File: config.mk
export PLATFORM = sky130hd
export DESIGN_NAME = pipelined_barrel_shifter
export DESIGN_NICKNAME = d
export VERILOG_FILES = /design/src/rtl/pipelined_barrel_shifter_pkg.sv /design/src/rtl/pipelined_barrel_shifter_stage.sv /design/src/rtl/pipelined_barrel_shifter.sv
export SDC_FILE = /design/constraint.sdc
export NUM_CORES = 1
export LEC_CHECK = 0
export ABC_AREA = 1
export ABC_CLOCK_PERIOD_IN_PS = 1800
export CORE_AREA = 2 2 66 68
export DETAILED_ROUTE_END_ITERATION = 8
export DIE_AREA = 0 0 68 70
export GPL_ROUTABILITY_DRIVEN = 0
export HOLD_SLACK_MARGIN = 0.06
export PLACE_DENSITY = 0.78
export SLEW_MARGIN = 5
export SYNTH_ARGS = -nofsm -noshare
export SYNTH_HDL_FRONTEND = slang
export SYNTH_SLANG_ARGS = --single-unit
File: constraint.sdc
create_clock -name clk -period 1.8 [get_ports clk]
set_clock_uncertainty 0.2 [all_clocks]
set_input_delay 0.36 -clock clk [delete_from_list [all_inputs] [get_ports clk]]
set_output_delay 0.36 -clock clk [all_outputs]
set_load 0.005 [all_outputs]
File: src/rtl/pipelined_barrel_shifter_pkg.sv
// Shared encodings for the pipelined barrel shifter and its bench.
package pipelined_barrel_shifter_pkg;

  typedef enum logic [1:0] {
    MODE_ROT = 2'd0,
    MODE_LSH = 2'd1,
    MODE_ASH = 2'd2,
    MODE_RSV = 2'd3
  } mode_e;

  localparam logic DIR_RIGHT = 1'b0;
  localparam logic DIR_LEFT  = 1'b1;

endpackage

File: src/rtl/pipelined_barrel_shifter_stage.sv
// One registered right-shifting stage; applies DIST when the top remaining amt bit is set.
module shifter_stage
  import pipelined_barrel_shifter_pkg::*;
#(
  parameter  int WIDTH = 8,
  parameter  int DIST  = 1,
  localparam int AW    = $clog2(WIDTH)
) (
  input  logic             clk,
  input  logic             reset_n,
  input  logic             i_adv,
  input  logic             i_valid,
  input  logic [WIDTH-1:0] i_data,
  input  logic [AW-1:0]    i_amt,
  input  logic             i_dir,
  input  mode_e            i_mode,
  output logic             o_valid,
  output logic [WIDTH-1:0] o_data,
  output logic [AW-1:0]    o_amt,
  output logic             o_dir,
  output mode_e            o_mode
);

  logic             w_fill;
  logic [WIDTH-1:0] w_rot;
  logic [WIDTH-1:0] w_shf;
  logic [WIDTH-1:0] w_next;

  // Left ops arrive bit-reversed, so only a right arithmetic shift replicates the MSB.
  always_comb begin
    w_fill = ((i_mode == MODE_ASH) && (i_dir == DIR_RIGHT)) ? i_data[WIDTH-1] : 1'b0;
    w_rot  = {i_data[DIST-1:0], i_data[WIDTH-1:DIST]};
    w_shf  = {{DIST{w_fill}}, i_data[WIDTH-1:DIST]};
    w_next = i_data;
    if (i_amt[AW-1]) begin
      case (i_mode)
        MODE_LSH, MODE_ASH: w_next = w_shf;
        default:            w_next = w_rot;
      endcase
    end
  end

  always_ff @(posedge clk or negedge reset_n) begin
    if (!reset_n) begin
      o_valid <= 1'b0;
      o_data  <= '0;
      o_amt   <= '0;
      o_dir   <= 1'b0;
      o_mode  <= MODE_ROT;
    end else if (i_adv) begin
      o_valid <= i_valid;
      o_data  <= w_next;
      o_amt   <= i_amt << 1;
      o_dir   <= i_dir;
      o_mode  <= i_mode;
    end
  end

endmodule

File: src/rtl/pipelined_barrel_shifter.sv
// AW-stage rotate/shift pipeline with whole-pipe stall; left ops reuse the right datapath via bit reversal.
module pipelined_barrel_shifter
  import pipelined_barrel_shifter_pkg::*;
#(
  parameter  int WIDTH = 8,
  localparam int AW    = $clog2(WIDTH)
) (
  input  logic             clk,
  input  logic             reset_n,
  input  logic             in_valid,
  output logic             in_ready,
  input  logic [WIDTH-1:0] in_data,
  input  logic [AW-1:0]    in_amt,
  input  logic             in_dir,
  input  logic [1:0]       in_mode,
  output logic             out_valid,
  input  logic             out_ready,
  output logic [WIDTH-1:0] out_data
);

  if (WIDTH < 4 || WIDTH > 64 || (WIDTH & (WIDTH - 1)) != 0) begin : g_bad_width
    $error("WIDTH must be a power of two in 4..64");
  end

  function automatic logic [WIDTH-1:0] f_rev(input logic [WIDTH-1:0] d);
    logic [WIDTH-1:0] r;
    for (int i = 0; i < WIDTH; i++) r[i] = d[WIDTH-1-i];
    return r;
  endfunction

  logic             w_adv;
  logic             w_valid [0:AW];
  logic [WIDTH-1:0] w_data  [0:AW];
  logic [AW-1:0]    w_amt   [0:AW];
  logic             w_dir   [0:AW];
  mode_e            w_mode  [0:AW];
  logic             w_unused;

  assign w_adv    = !w_valid[AW] || out_ready;
  assign in_ready = w_adv;

  assign w_valid[0] = in_valid;
  assign w_data[0]  = (in_dir == DIR_LEFT) ? f_rev(in_data) : in_data;
  assign w_amt[0]   = in_amt;
  assign w_dir[0]   = in_dir;
  assign w_mode[0]  = mode_e'(in_mode);

  for (genvar k = 0; k < AW; k++) begin : g_stage
    shifter_stage #(
      .WIDTH (WIDTH),
      .DIST  (1 << (AW - 1 - k))
    ) u_stage (
      .clk     (clk),
      .reset_n (reset_n),
      .i_adv   (w_adv),
      .i_valid (w_valid[k]),
      .i_data  (w_data[k]),
      .i_amt   (w_amt[k]),
      .i_dir   (w_dir[k]),
      .i_mode  (w_mode[k]),
      .o_valid (w_valid[k+1]),
      .o_data  (w_data[k+1]),
      .o_amt   (w_amt[k+1]),
      .o_dir   (w_dir[k+1]),
      .o_mode  (w_mode[k+1])
    );
  end

  assign out_valid = w_valid[AW];
  assign out_data  = (w_dir[AW] == DIR_LEFT) ? f_rev(w_data[AW]) : w_data[AW];

  // Amt and mode are fully consumed by the last stage.
  assign w_unused = ^{w_amt[AW], w_mode[AW]};

endmodule

==> run metrics <==
flop2flop setup slack=0.21 ns; DR pass1 iterations=4; largest net degree at the start of global routing=38; area leader, netlist=dfrtp_1; crit path launch type=flip-flop; Worst Setup End Kind=primary output; Ports=28; worst endpoint data arrival time=1.16 ns; DR DRC count=0; Routed WL=3630 um; status=completed; ys flop type=dfrtp_1; Pint=2.07 mW; DIE HEIGHT=70 um; P&R area growth vs syn=16.5%; worst path required time=1.24 ns; total clock sinks=37; core area=4140 um^2; final period utilization=95.8%; count leader, synth=nand2_1; final hold viol count=0; initial antenna violation count=0; Starting DRT DRC Count=72; Seq pwr share=41.3%; top-area cell type share of the netlist area=42.7%; Lkg Pwr=1.31 nW; Switch Pwr=1.28 mW; die width=68 um; fmax=580 MHz; mean area per synthesized cell=8.02 um^2; DR WL/cell=10.2 um; Post-Syn Area=2170 um^2; CTS Hold Bufs=0; full die area=4760 um^2; Ant. Diodes=0; Num CTS Buffers=5; Hold Crit Class=in -> async; syn_nets=291; Core Util, Final=60.9%; global-route wire length before repair=6580 um; clock buffer depth=2; synth top area cells=dfrtp_1 43%, nand2_1 16%, o21ai_2 7.7%; Worst VDD drop=0.377 mV; post-synthesis cell count=270; sw frac=38.1%; nets@finish=324; Post-DP HPWL=2780 um; RSZ-0062 raised after global routing=no; ANT nets after route=0; power per cell area=1330 nW/um^2; number of synthesized flops with an enable pin=0; Slew Limit Fails=0; Synth cell types=24; Min Clock Period, post-route=1.72 ns; total number of vias=1737; Clk Tree Root Cell=clkbuf_8; Synth Warn #=0; All-Layer GR Usage=17.9%; CTS tree=yes; Initial Util=52.3%; Post-synth top cells=93 x nand2_1, 37 x dfrtp_1, 37 x inv_1; total grt overflow=0; clock power share=15.9%; drt via density=4.88; worst hold slack=0.248 ns; site row count=24; Tot Pwr=3.35 mW; Synth Register Bits=37; clock-pin transition on the worst setup and hold timing paths=0.07 ns; Fillers=376; Combinational Power Share=42.7%; Seq/Total Area, Yosys=42.7%; crit-path max FO=14; slew of the pin with the lowest slew margin=0.494 ns; Buffers on Ports=27; Max Cap Violations=0; htree depth=2; crit path kind=reg -> out; share of layout cells above drive strength 1=20.1%; Async SR Flop Fraction=100%; clk_lat worst skew=0.28 ns; Rel. slew slack=67.1%; Final setup viols=0; vias in the first global route=1633
## routing by layer
metal  wire length [um]  track usage, %  up-vias
met3                142            4.03        4
met5                  0               0        -
li1                   -               -      922
met2               1880            30.3       40
met4                 44            6.89        0
met1               1560            21.4      771
## critical path: stages, from the launching register on
cell and delay, ns:
dfrtp_1 0.38, buf_4 0.17, o21ai_1 0.13, clkdlybuf4s15_1 0.21
## cell usage in the layout, fill, tap and decap left out, types with 2 or more instances in the layout
cell	count
o21ai_1	6
buf_4	11
nand3_1	18
clkdlybuf4s50_1	18
inv_1	37
o21ai_0	7
nand2_1	93
o211ai_1	7
a21o_1	2
ha_1	3
dlygate4sd2_1	2
o21ai_2	19
clkbuf_8	5
clkbuf_1	3
a21oi_1	5
a21oi_2	4
clkbuf_2	6
o211ai_2	2
dfrtp_1	37
nand3_2	4
nor2_1	3
nor2_2	4
inv_2	3
## timing repair
item                                    in CTS  in global routing
gates resized for setup                     14                 12
gates cloned                                 0                  0
endpoints found under the setup margin       9                  8
pin swaps                                    0                  0
setup buffers                                0                  1
## kinds of logic after synthesis
family          count (synthesis)  share of synthesized area [%]
compound gates                 52                           17.7
flops                          37                           42.7
fa+ha+maj                       3                           1.73
buf+inv                        54                           13.1
simple gates                  124                           24.7
## cell type report
type | count | area, um^2 | area share [%]
well taps | 52 | 65.1 | 2.58
repair buffers | 39 | 340 | 13.5
inverters | 41 | 156 | 6.20
flip-flops and latches | 37 | 926 | 36.7
clock buffers | 8 | 80.1 | 3.17
multi-input cells | 179 | 956 | 37.9
## flip-flops by register name (all words and copies together) (netlist names)
signal	cells
g_stage.u_stage.o_dir	3
g_stage.u_stage.o_amt	3
g_stage.u_stage.o_valid	3
g_stage.u_stage.o_data	24
g_stage.u_stage.o_mode	4
## worst paths after layout
path / end / cells after the start / start
setup / recovery: out_data[6] / 3 / g_stage[2].u_stage.o_dir$_DFFE_PN0P_
hold / removal: g_stage[2].u_stage.o_data[7]$_DFFE_PN0P_ / 2 / reset_n
setup reg to reg: g_stage[0].u_stage.o_data[5]$_DFFE_PN0P_ / 8 / g_stage[2].u_stage.o_valid$_DFFE_PN0P_
hold reg to reg: g_stage[0].u_stage.o_valid$_DFFE_PN0P_ / 2 / g_stage[0].u_stage.o_valid$_DFFE_PN0P_
max in group asynchronous: g_stage[0].u_stage.o_data[1]$_DFFE_PN0P_ / 2 / reset_n
min in group clk: g_stage[0].u_stage.o_valid$_DFFE_PN0P_ / 2 / g_stage[0].u_stage.o_valid$_DFFE_PN0P_
## per-stage QoR
step           setup TNS (ns)  setup slack (ns)  instance area (um^2)  std cells
2_1_floorplan               0             0.452                  2170        270
3_3_place_gp            -1.35            -0.168                  2470        347
3_5_place_dp            -1.79            -0.177                  2470        347
4_1_cts                     0           0.00481                  2540        355
5_1_grt                     0           0.00258                  2520        356
6_report                    0            0.0762                  2520        356
## power groups by stage
stage,Clock (mW),Sequential [mW],Combinational [mW]
after floorplan,0,1.33,1.14
after global placement,0,1.39,1.50
final,0.534,1.39,1.43
after detailed placement,0,1.41,1.53
after CTS,0.552,1.39,1.47
after global routing,0.594,1.43,1.65
Power figures use the tool's default switching activity.
